**src/rtl/zoom_pkg.sv**
```systemverilog
// Shared mode codes, FSM state encoding and per-mode geometry for the zoom engine.
// Geometry helper gives reads-per-pixel (k) and destination dimensions for a mode.
package zoom_pkg;

  localparam logic [1:0] MODE_NN   = 2'b00;
  localparam logic [1:0] MODE_DEC  = 2'b01;
  localparam logic [1:0] MODE_AVG  = 2'b10;
  localparam logic [1:0] MODE_COPY = 2'b11;

  localparam logic [2:0] ST_IDLE  = 3'd0;
  localparam logic [2:0] ST_ISSUE = 3'd1;
  localparam logic [2:0] ST_WAIT  = 3'd2;
  localparam logic [2:0] ST_WRITE = 3'd3;
  localparam logic [2:0] ST_FIN   = 3'd4;

  typedef struct packed {
    logic [2:0] k;
    logic [9:0] w;
    logic [9:0] h;
  } dims_t;

  function automatic dims_t mode_dims(input logic [1:0] mode, input int src_w, input int src_h);
    dims_t d;
    d.k = 3'd1;
    d.w = 10'(src_w);
    d.h = 10'(src_h);
    case (mode)
      MODE_NN: begin
        d.w = 10'(2 * src_w);
        d.h = 10'(2 * src_h);
      end
      MODE_DEC: begin
        d.w = 10'(src_w / 2);
        d.h = 10'(src_h / 2);
      end
      MODE_AVG: begin
        d.k = 3'd4;
        d.w = 10'(src_w / 2);
        d.h = 10'(src_h / 2);
      end
      default: ;
    endcase
    return d;
  endfunction

endpackage

```
**src/rtl/zoom_if.sv**
```systemverilog
// Control handshake plus source-read and destination-write buses of the zoom engine.
// master = engine side, slave = controller / memories side.
interface zoom_if #(
  parameter int PIX_W  = 8,
  parameter int SRC_AW = 15,
  parameter int DST_AW = 17
);
  logic              start;
  logic [1:0]        mode;
  logic              busy;
  logic              done;
  logic [9:0]        dst_width;
  logic [SRC_AW-1:0] src_addr;
  logic [PIX_W-1:0]  src_data;
  logic [DST_AW-1:0] dst_addr;
  logic [PIX_W-1:0]  dst_data;
  logic              dst_wren;

  modport master (
    input  start, mode, src_data,
    output busy, done, dst_width, src_addr, dst_addr, dst_data, dst_wren
  );

  modport slave (
    output start, mode, src_data,
    input  busy, done, dst_width, src_addr, dst_addr, dst_data, dst_wren
  );
endinterface

```
**src/rtl/zoom_addr_gen.sv**
```systemverilog
// Combinational address mapping: destination (dx,dy) plus read index to source address,
// and (dx,dy) to row-major destination address. Zero latency, no flow control.
module zoom_addr_gen
  import zoom_pkg::*;
#(
  parameter int SRC_W  = 160,
  parameter int SRC_AW = 15,
  parameter int DST_AW = 17
) (
  input  logic [9:0]        dx,
  input  logic [9:0]        dy,
  input  logic [1:0]        mode,
  input  logic [1:0]        rd_idx,
  input  logic [9:0]        dst_width,
  output logic [SRC_AW-1:0] src_addr,
  output logic [DST_AW-1:0] dst_addr
);

  logic [9:0] sx;
  logic [9:0] sy;

  always_comb begin
    sx = dx;
    sy = dy;
    case (mode)
      MODE_NN: begin
        sx = {1'b0, dx[9:1]};
        sy = {1'b0, dy[9:1]};
      end
      MODE_DEC: begin
        sx = {dx[8:0], 1'b0};
        sy = {dy[8:0], 1'b0};
      end
      // 2x2 block: rd_idx bit 0 selects column, bit 1 selects row
      MODE_AVG: begin
        sx = {dx[8:0], rd_idx[0]};
        sy = {dy[8:0], rd_idx[1]};
      end
      default: ;
    endcase
    src_addr = SRC_AW'(sy) * SRC_AW'(SRC_W) + SRC_AW'(sx);
    dst_addr = DST_AW'(dy) * DST_AW'(dst_width) + DST_AW'(dx);
  end

endmodule

```
**src/rtl/zoom_engine.sv**
```systemverilog
// Rescaling frame engine: k reads, RD_LAT wait, one write per destination pixel
// (k+RD_LAT+1 cycles/pixel, reads not overlapped); START accepted only in IDLE.
module zoom_engine
  import zoom_pkg::*;
#(
  parameter int SRC_W  = 160,
  parameter int SRC_H  = 120,
  parameter int PIX_W  = 8,
  parameter int SRC_AW = 15,
  parameter int DST_AW = 17,
  parameter int RD_LAT = 1
) (
  input  logic   clk,
  input  logic   reset,
  zoom_if.master bus
);

  localparam int WCW = (RD_LAT > 1) ? $clog2(RD_LAT) : 1;

  if ((SRC_W % 2) != 0 || (SRC_H % 2) != 0) begin : g_bad_dims
    $error("zoom_engine: SRC_W and SRC_H must be even");
  end
  if ((longint'(1) << SRC_AW) < longint'(SRC_W) * longint'(SRC_H)) begin : g_bad_src_aw
    $error("zoom_engine: SRC_AW too small");
  end
  if ((longint'(1) << DST_AW) < 4 * longint'(SRC_W) * longint'(SRC_H)) begin : g_bad_dst_aw
    $error("zoom_engine: DST_AW too small");
  end
  if (RD_LAT < 1) begin : g_bad_lat
    $error("zoom_engine: RD_LAT must be >= 1");
  end

  logic [2:0]        state;
  logic [1:0]        mode_q;
  logic [9:0]        dst_w;
  logic [9:0]        dst_h;
  logic [2:0]        k_q;
  logic [9:0]        dx;
  logic [9:0]        dy;
  logic [1:0]        rd_idx;
  logic [WCW-1:0]    wait_cnt;
  logic [RD_LAT-1:0] vld;
  logic [PIX_W+1:0]  acc;
  logic [PIX_W+1:0]  acc_sum;
  logic [PIX_W-1:0]  result;
  logic [SRC_AW-1:0] gen_src;
  logic [SRC_AW-1:0] src_q;
  logic [DST_AW-1:0] gen_dst;
  logic [DST_AW-1:0] dst_addr_q;
  logic [PIX_W-1:0]  dst_data_q;
  logic              wren_q;
  logic              issue;
  logic              last_rd;
  logic              last_wait;
  dims_t             dims;

  zoom_addr_gen #(.SRC_W(SRC_W), .SRC_AW(SRC_AW), .DST_AW(DST_AW)) u_addr_gen (
    .dx        (dx),
    .dy        (dy),
    .mode      (mode_q),
    .rd_idx    (rd_idx),
    .dst_width (dst_w),
    .src_addr  (gen_src),
    .dst_addr  (gen_dst)
  );

  assign dims      = mode_dims(bus.mode, SRC_W, SRC_H);
  assign issue     = (state == ST_ISSUE);
  assign last_rd   = ({1'b0, rd_idx} == (k_q - 3'd1));
  assign last_wait = (state == ST_WAIT) && (wait_cnt == WCW'(RD_LAT - 1));
  // Sum includes the sample arriving this cycle so WRITE sees the complete block
  assign acc_sum   = acc + (vld[RD_LAT-1] ? {2'b00, bus.src_data} : '0);
  assign result    = (mode_q == MODE_AVG) ? acc_sum[PIX_W+1:2] : acc_sum[PIX_W-1:0];

  always_ff @(posedge clk) begin
    if (reset) begin
      state      <= ST_IDLE;
      mode_q     <= '0;
      dst_w      <= '0;
      dst_h      <= '0;
      k_q        <= '0;
      dx         <= '0;
      dy         <= '0;
      rd_idx     <= '0;
      wait_cnt   <= '0;
      vld        <= '0;
      acc        <= '0;
      src_q      <= '0;
      dst_addr_q <= '0;
      dst_data_q <= '0;
      wren_q     <= 1'b0;
    end else begin
      vld    <= (vld << 1) | RD_LAT'(issue);
      acc    <= acc_sum;
      wren_q <= 1'b0;
      if (issue) src_q <= gen_src;
      case (state)
        ST_IDLE: begin
          if (bus.start) begin
            mode_q <= bus.mode;
            dst_w  <= dims.w;
            dst_h  <= dims.h;
            k_q    <= dims.k;
            dx     <= '0;
            dy     <= '0;
            rd_idx <= '0;
            acc    <= '0;
            state  <= ST_ISSUE;
          end
        end
        ST_ISSUE: begin
          rd_idx <= rd_idx + 2'd1;
          if (last_rd) begin
            rd_idx   <= '0;
            wait_cnt <= '0;
            state    <= ST_WAIT;
          end
        end
        ST_WAIT: begin
          wait_cnt <= wait_cnt + 1'b1;
          if (last_wait) begin
            wren_q     <= 1'b1;
            dst_addr_q <= gen_dst;
            dst_data_q <= result;
            state      <= ST_WRITE;
          end
        end
        ST_WRITE: begin
          acc <= '0;
          if (dx == dst_w - 10'd1) begin
            dx <= '0;
            if (dy == dst_h - 10'd1) begin
              state <= ST_FIN;
            end else begin
              dy    <= dy + 10'd1;
              state <= ST_ISSUE;
            end
          end else begin
            dx    <= dx + 10'd1;
            state <= ST_ISSUE;
          end
        end
        ST_FIN:  state <= ST_IDLE;
        default: state <= ST_IDLE;
      endcase
    end
  end

  assign bus.busy      = (state == ST_ISSUE) || (state == ST_WAIT) || (state == ST_WRITE);
  assign bus.done      = (state == ST_FIN);
  assign bus.dst_width = dst_w;
  assign bus.src_addr  = issue ? gen_src : src_q;
  assign bus.dst_addr  = dst_addr_q;
  assign bus.dst_data  = dst_data_q;
  assign bus.dst_wren  = wren_q;

endmodule
```
**src/flat_wrapper.sv**
```systemverilog
// flat-port wrapper written by rule: the top's interface ports become plain ports
module zoom_engine_flat import zoom_pkg::*;
#(
  parameter int SRC_W  = 160,
  parameter int SRC_H  = 120,
  parameter int PIX_W  = 8,
  parameter int SRC_AW = 15,
  parameter int DST_AW = 17,
  parameter int RD_LAT = 1
)
  (clk, reset, bus_start, bus_mode, bus_src_data, bus_busy, bus_done, bus_dst_width, bus_src_addr, bus_dst_addr, bus_dst_data, bus_dst_wren);
  zoom_if #(.PIX_W(PIX_W), .SRC_AW(SRC_AW), .DST_AW(DST_AW)) bus_i ();
  input  logic clk;
  input  logic reset;
  input wire logic [$bits(bus_i.start)-1:0] bus_start;
  input wire logic [$bits(bus_i.mode)-1:0] bus_mode;
  input wire logic [$bits(bus_i.src_data)-1:0] bus_src_data;
  output wire logic [$bits(bus_i.busy)-1:0] bus_busy;
  output wire logic [$bits(bus_i.done)-1:0] bus_done;
  output wire logic [$bits(bus_i.dst_width)-1:0] bus_dst_width;
  output wire logic [$bits(bus_i.src_addr)-1:0] bus_src_addr;
  output wire logic [$bits(bus_i.dst_addr)-1:0] bus_dst_addr;
  output wire logic [$bits(bus_i.dst_data)-1:0] bus_dst_data;
  output wire logic [$bits(bus_i.dst_wren)-1:0] bus_dst_wren;
  assign bus_i.start = bus_start;
  assign bus_i.mode = bus_mode;
  assign bus_i.src_data = bus_src_data;
  assign bus_busy = bus_i.busy;
  assign bus_done = bus_i.done;
  assign bus_dst_width = bus_i.dst_width;
  assign bus_src_addr = bus_i.src_addr;
  assign bus_dst_addr = bus_i.dst_addr;
  assign bus_dst_data = bus_i.dst_data;
  assign bus_dst_wren = bus_i.dst_wren;
  zoom_engine #(.SRC_W(SRC_W), .SRC_H(SRC_H), .PIX_W(PIX_W), .SRC_AW(SRC_AW), .DST_AW(DST_AW), .RD_LAT(RD_LAT)) u_core (.clk(clk), .reset(reset), .bus(bus_i));
endmodule
```
**config.mk**
```make
export PLATFORM = sky130hd
export DESIGN_NAME = zoom_engine_flat
export DESIGN_NICKNAME = d
export VERILOG_FILES = /design/src/rtl/zoom_pkg.sv /design/src/rtl/zoom_if.sv /design/src/rtl/zoom_addr_gen.sv /design/src/rtl/zoom_engine.sv /design/src/flat_wrapper.sv
export SDC_FILE = /design/constraint.sdc
export NUM_CORES = 1
export LEC_CHECK = 0
export CORE_ASPECT_RATIO = 0.6
export CORE_MARGIN = 4
export CORE_UTILIZATION = 50
export DETAILED_ROUTE_END_ITERATION = 12
export DONT_BUFFER_PORTS = 1
export SYNTH_ARGS = -nofsm -noshare
export SYNTH_HDL_FRONTEND = slang
export SYNTH_SLANG_ARGS = --single-unit
```
**constraint.sdc**
```tcl
create_clock -name clk -period 11.5 [get_ports clk]
set_clock_uncertainty 0.15 [all_clocks]
set_input_delay 1.725 -clock clk [delete_from_list [all_inputs] [get_ports clk]]
set_output_delay 1.725 -clock clk [all_outputs]
set_load 0.01 [all_outputs]
```
==> metrics list <==
- Result of the run: finished, final reports clean
- The max-slew violation count was 0.
- During synthesis, Yosys emitted a total of 0 warnings.
* Critical Path Fanout Max: 37
- Level count of the clock H-tree: 3
* CTS clk-pin slew, worst paths: approximately 0.07 ns
* Most area-consuming cells after synthesis: dfxtp_1 (25%), ha_1 (14%), fa_1 (8.3%)
- Longest Clk Path Bufs: 2
- Counting instances, the worst hold path has a depth of 2.
- Final setup slack of the worst path: ~5.3 ns
- After the last flow step, the layout net total stands at 967.
- The multi-input combinational cells in the finished layout cover a total of between 4000 and 5000 um^2.
* Vias post-DR: between 5000 and 6000
* Cell chosen for the clock root: clkbuf_16
- In this run the register-to-register setup slack is about 6.3 ns.
* Effective utilization at floorplan: approximately 52%
- Peak Freq: between 150 and 200 MHz
- For this run, asynchronously set or reset flops after synthesis account for 0%.
* Type of origin of the critical path: flip-flop
- Count of endpoints failing setup in the final report: 0
- VDD sags by at most between 0.00006 and 0.00007 V.
* EDFF count, synth: 0
- The total overflow left after global routing is 0.
- Post-Layout Cell Count: roughly 1000
* Mean Syn Cell Area: slightly above 8 um^2
- In the routed design, unresolved DRC markers number 0.
* Layout fillers: 1335
- Before antenna repair, the detailed router went through 7 iterations.
- Wirelength per Cell: 16.0 um
* Start of the worst register-to-register path: u_core.bus.dst_width[7]$_SDFFE_PP0P_
* Initial antenna violation count: 0
* Clock latency on the worst-skew pair: between 0.3 and 0.4 ns
- In the finished design, the share of the clock period the worst path needs comes to a little over half.
- The synthesized netlist occupies a cell area of between 7000 and 8000 um^2.
* Pre-CTS setup slack: roughly 5.7 ns
- CTS Buf Count: 9
* Layout Area Growth over Synthesis: 4.12%
- Power density over the cells: about 100 nW/um^2
* Total wire length: 16.7 mm
* Number of hold violations in the final report: 0
- Synthesis produced a netlist whose cell count is a little under 900.
- Path type of the worst min-delay path: flip-flop to flip-flop
* Via count of the first global-routing pass: 5754
- Capturing element type of the critical path: primary output
- Post-synthesis cell type count: 62
* Layout cells sized above 1: under 10%
- Final estimated routing congestion in global placement: between 0.8 and 0.9
* Cell accounting for the most synthesized area: dfxtp_1
- Beginning of the critical path: u_core.mode_q[0]$_SDFFE_PP0P_
- Die span in y: approximately 100 um
- Count of hold buffers inserted by post-cts repair: 0
- Half-perimeter wire length of the detailed placement result: approximately 13 mm
- Setup tns final: 0 ns
* Worst-case reg-to-reg path depth: 17
- Data on the critical path arrives at its endpoint at between 4 and 5 ns.
- Among all cell types in the netlist, the one instantiated most often is nand2_1.
- In this run the tightest slew margin relative to its limit is between 30% and 40%.
- For this design the static power due to leakage is approximately 3.2 nW.
- The sequential cells in the finished layout cover a total of roughly 1800 um^2.
* GRT Resource Usage Total: 21.0%
- Count of input and output buffers: 0
- Number of buffers added for setup after CTS: 0
* Site Rows: 33
- Minimum clock period: approximately 6.2 ns
- The count of nets left with antenna violations once routing finished came out at 0.
* Most frequent cells after synthesis: nand2_1 (91), dfxtp_1 (89), ha_1 (80)
* Count of cells resized by post-cts repair: 0
* Unrepaired setup endpoints after global routing: false
- For the worst setup path, the data required time is 9.63 ns.
- Reg2reg end: u_core.bus.dst_addr[15]$_SDFFE_PP0P_
- The region available for standard cell placement spans 13900 um^2.
* Min-Delay Endpoint: u_core.src_q[5]$_SDFF_PP0_
- In this run, the number of DRC markers left after iteration 0 of detailed routing was 298.
- Measured along the x axis, the die boundary spans between 150 and 200 um.
- During I/O placement, the number of pins put on the boundary was between 60 and 70.
- Of the synthesized area, sequential elements account for roughly 25%.
- The die covers roughly 17000 um^2.
- TritonCTS built the clock tree.
- Kind of critical path: flip-flop to primary output
* Maximum number of pins on one net before global-route repair: between 70 and 80
* First-pass GRT wire length: around 28 mm
- Launch point of the worst hold path: u_core.src_q[5]$_SDFF_PP0_
- Inserted Diodes: 0
- In the routed layout, each cell is associated on average with a via count of roughly 5.7.
- Synthesis inferred slightly below 90 register bits.
- The clock net in this run drives a total of slightly below 90 sinks.
- The number of placed instances, taps included, is between 1000 and 1500.
* Number of maximum-capacitance constraint violations: 0
- For the pin with the worst max-slew slack, the measured transition is roughly 1.0 ns.
* Commonest register cell after synthesis: dfxtp_1
- The top cell type by area accounts for roughly 25% of the synthesized area.
-- power breakdown --
part | total [mW] | switching, mW | internal [mW]
registers | 0.332 | 0.0150 | 0.317
logic | 0.110 | 0.0683 | 0.0418
clock network | 0.297 | 0.144 | 0.153
-- worst max path at each step --
stage | end | cells past startpoint
floorplan | bus_src_addr[14] | 15
global placement | bus_src_addr[14] | 11
detailed placement | bus_src_addr[14] | 11
CTS | bus_src_addr[14] | 11
global route | bus_src_addr[14] | 12
finish | bus_src_addr[14] | 11
-- stage by stage --
stage          utilization [%]  power, mW  instance area, um^2  hold slack, ns
2_1_floorplan                -      0.430                 7280           0.290
3_3_place_gp              52.2      0.445                 7260           0.294
3_5_place_dp              52.2      0.449                 7260           0.305
4_1_cts                   54.3      0.747                 7560           0.316
5_1_grt                   54.3      0.775                 7560           0.355
6_report                  54.3      0.740                 7560           0.315
-- final cells by class --
cell class,count,area share [%]
Timing Repair Buffer,3,0.298
Clock buffer,9,2.98
Tap cell,192,3.18
Sequential cell,89,23.6
Inverter,67,3.33
Multi-Input combinational cell,674,65.6
Clock inverter,7,1.01
-- cells in the final DEF, fill, tap and decap left out, drive strengths merged, types with 4 or more instances in the layout --
cell type and instances:
o21a 8, o21bai 6, o2111ai 4, ha 80, clkbuf 9, and2 44, or2 5, nand3b 11
dfxtp 89, or3 6, nor2 48, a211oi 6, xor2 19, nor3b 7, nor3 19, nand3 18
nor4 4, nand2b 12, mux2i 12, a21oi 63, nand4 4, inv 69, nor2b 23, xnor2 28
fa 30, o31ai 6, a21o 6, conb 5, and3 5, o211ai 18, nand2 91, or4 4
o21ai 53
-- worst max-delay path: stages (launching register included) --
cell and delay [ns]:
dfxtp_1 1.01, o21ai_0 0.41, ha_1 0.39, ha_1 0.23, fa_1 0.44, a21o_1 0.18, a21oi_1 0.21, o21bai_1 0.08
a21oi_1 0.19, xnor3_1 0.37, xnor2_1 0.32, a21oi_1 0.19
-- metal layers --
metal	vias up	global-route usage [%]	wire [um]
met5	-	0	0
met4	0	4.51	208
met3	17	4.35	905
met2	126	33.2	7150
met1	2826	29.9	8400
li1	2934	-	-
-- cells by family after synthesis --
kind of cell	count (synthesis)	synth area share [%]
buffers and inverters	130	7.32
AOI/OAI and AO/OA	192	16.4
adders and majority gates	110	22.1
other	1	0.0516
xor gates and xnor gates	48	5.98
DFF	89	24.5
muxes	12	1.65
and+or+nand+nor	307	22.1
-- sequential cells by signal (all words and copies together), names as in the netlist --
name	flops
u_core.dx	10
u_core.mode_q	2
u_core.acc	10
u_core.wait_cnt	1
u_core.dy	10
u_core.vld	1
u_core.rd_idx	2
u_core.state	3
u_core.bus.dst_wren	1
u_core.bus.dst_width	3
u_core.dst_h	4
u_core.bus.dst_addr	17
u_core.bus.dst_data	8
u_core.src_q	15
u_core.k_q	2
(Power assumes the default switching activity.)
==> edit, RTL diff (config.mk and constraints unchanged) <==
`RD_LAT` is set to 1 in 2 places; all go to 2. Comments in the files are not updated.
--- a/src/rtl/zoom_engine.sv
+++ b/src/rtl/zoom_engine.sv
@@ -8,7 +8,7 @@
   parameter int PIX_W  = 8,
   parameter int SRC_AW = 15,
   parameter int DST_AW = 17,
-  parameter int RD_LAT = 1
+  parameter int RD_LAT = 2
 ) (
   input  logic   clk,
   input  logic   reset,
--- a/src/flat_wrapper.sv
+++ b/src/flat_wrapper.sv
@@ -6,7 +6,7 @@
   parameter int PIX_W  = 8,
   parameter int SRC_AW = 15,
   parameter int DST_AW = 17,
-  parameter int RD_LAT = 1
+  parameter int RD_LAT = 2
 )
   (clk, reset, bus_start, bus_mode, bus_src_data, bus_busy, bus_done, bus_dst_width, bus_src_addr, bus_dst_addr, bus_dst_data, bus_dst_wren);
   zoom_if #(.PIX_W(PIX_W), .SRC_AW(SRC_AW), .DST_AW(DST_AW)) bus_i ();
Check against the original RTL: not equivalent (Yosys sat finds a counterexample within 4 cycles, from zero or initial values and one cycle with reset high).
==> edit against the unedited design <==
Non-clock buffer count fell by 1; highest routed layer unchanged; synthesized area fell by 0.26%; core utilization rose by 0.072 points; sequential share of layout area rose by 0.25 points; setup slack improved by 11 ps; critical path depth did not move; combinational power fell by 8%; total power rose by 3.8%; count of clock-buffer cells in the layout rose by 1; register-to-register slack got worse by 200 ps; final area rose by 0.13%; wire length rose by 0.88%; sequential cell count rose by 1; cell count fell by 2.2%.
==> edit: results (changes against the unedited design) <==
[clock_tree]
cts_setup_buffers=0  ; unchanged
clk_path_buf_depth=2  ; unchanged
cts_inserted_buffers=9  ; unchanged
cts-resized-gates=0  ; unchanged

[yosys]
netlist_top_cells_count=90 x dfxtp_1, 80 x ha_1, 74 x nand2_1, 67 x inv_1, 59 x o21ai_0  ; was 91 x nand2_1, 89 x dfxtp_1, 80 x ha_1, 67 x inv_1, 63 x a21oi_1
seq_area_frac_synth_pct=24.87  ; was 24.53%
yosys-top-cells-area=dfxtp_1 25%, ha_1 14%, fa_1 8.3%  ; unchanged
synth_compound_area_share_pct=16.70  ; was 16.35%
synthArstFlopShare_pct=0  ; unchanged
synth_area_per_cell_um2=8.374  ; was 8.169 um2
synthMuxAreaShare_pct=2.246  ; was 1.654%
synthAdderAreaFrac_pct=22.11  ; was 22.05%
ys_types=71  ; was 62
yosysWarningCount=0  ; unchanged
synth_xor_area_share_pct=6.357  ; was 5.979%

[power]
power_leakage_nw=3.284  ; was 3.227 nW
peakVddDrop_mv=0.07607  ; was 0.06232 mV
power.clock.total_mw=0.330  ; was 0.297 mW
power_density_mw_per_mm2=101.5  ; was 97.85 mW/mm2
p_comb_share_pct=13.1  ; was 14.9%
power_switching_mw=0.2152  ; was 0.2277 mW

[timing]
slew_headroom_pct=28.69  ; was 30.40%

[grt]
grt_pass1_wl_mm=27.82  ; was 28.21 mm
grt_pass1_vias=5395  ; was 5754
grt_use_met3_pct=4.148  ; was 4.351%
grt_util_met2_pct=30.80  ; was 33.22%
grt_max_degree=53  ; was 76
grtUsageTotal_pct=20.72  ; was 20.96%
met1_usage_pct=31.61  ; was 29.86%

[drt]
wl_per_cell_um=16.51  ; was 16.01 um
totalWireLength_mm=16.81  ; was 16.67 mm
viasPerCell=5.661  ; was 5.671
drt_iter0_drc=579  ; was 298
met3_length_mm=1.046  ; was 905 um
firstDrtPassIters=5  ; was 7
route.met2.wl_mm=6.971  ; was 7.151 mm
drt-met1-wl_mm=8.678  ; was 8.400 mm
topRoutingLayerUsed=met4  ; unchanged

[place]
place_congestion=0.8202  ; was 0.8417
place_area_mm2=0.007246  ; was 0.007259 mm2
dp_cells=1002  ; was 1025
hpwl_mm=12.58  ; was 12.55 mm
post-place-ws_ps=5695  ; was 5701 ps

[final_layout]
post_route_cells_drive_above_1_share_pct=4.843  ; was 3.651%
layout.nets=944  ; was 967

[setup_path]
path_max_fanout=38  ; was 37
slowest_delay_ps=1030  ; was 1010 ps
cp_top_family=adder cells  ; was compound AO/OA/AOI/OAI gates

[outcome]
status=finished, final reports clean  ; unchanged

==> edit: changes by cell type after synthesis, sizes merged, moves of 5 or more <==
cell,before,now
a22o,3,10
clkbuf,43,38
o211ai,18,10
a21o,6,14
a21oi,63,38
nor2b,23,13
o21a,8,2
and3,5,10
o21ai,53,67
nor2,48,55
nand2,91,75
==> edit: path summary, 6_finish.rpt <==
kind,start,to,slack (ps),cells past startpoint
min,u_core.vld[0],u_core.vld[1],300,1
max reg2reg,u_core.bus.dst_width[6],u_core.bus.dst_addr[16],6080,17
min reg2reg,u_core.vld[0],u_core.vld[1],300,1
max,u_core.mode_q[0],bus_src_addr[14],5280,11
==> edit: final cells by class <==
type | count | area [um2]
Clock inverter | 6 | 96.34
Inverter | 67 | 251.5
Fill cell | 1299 | 6344
Sequential cell | 90 | 1803
Tap cell | 192 | 240.2
Timing Repair Buffer | 2 | 15.01
Clock buffer | 10 | 229.0
Multi-Input combinational cell | 651 | 4936
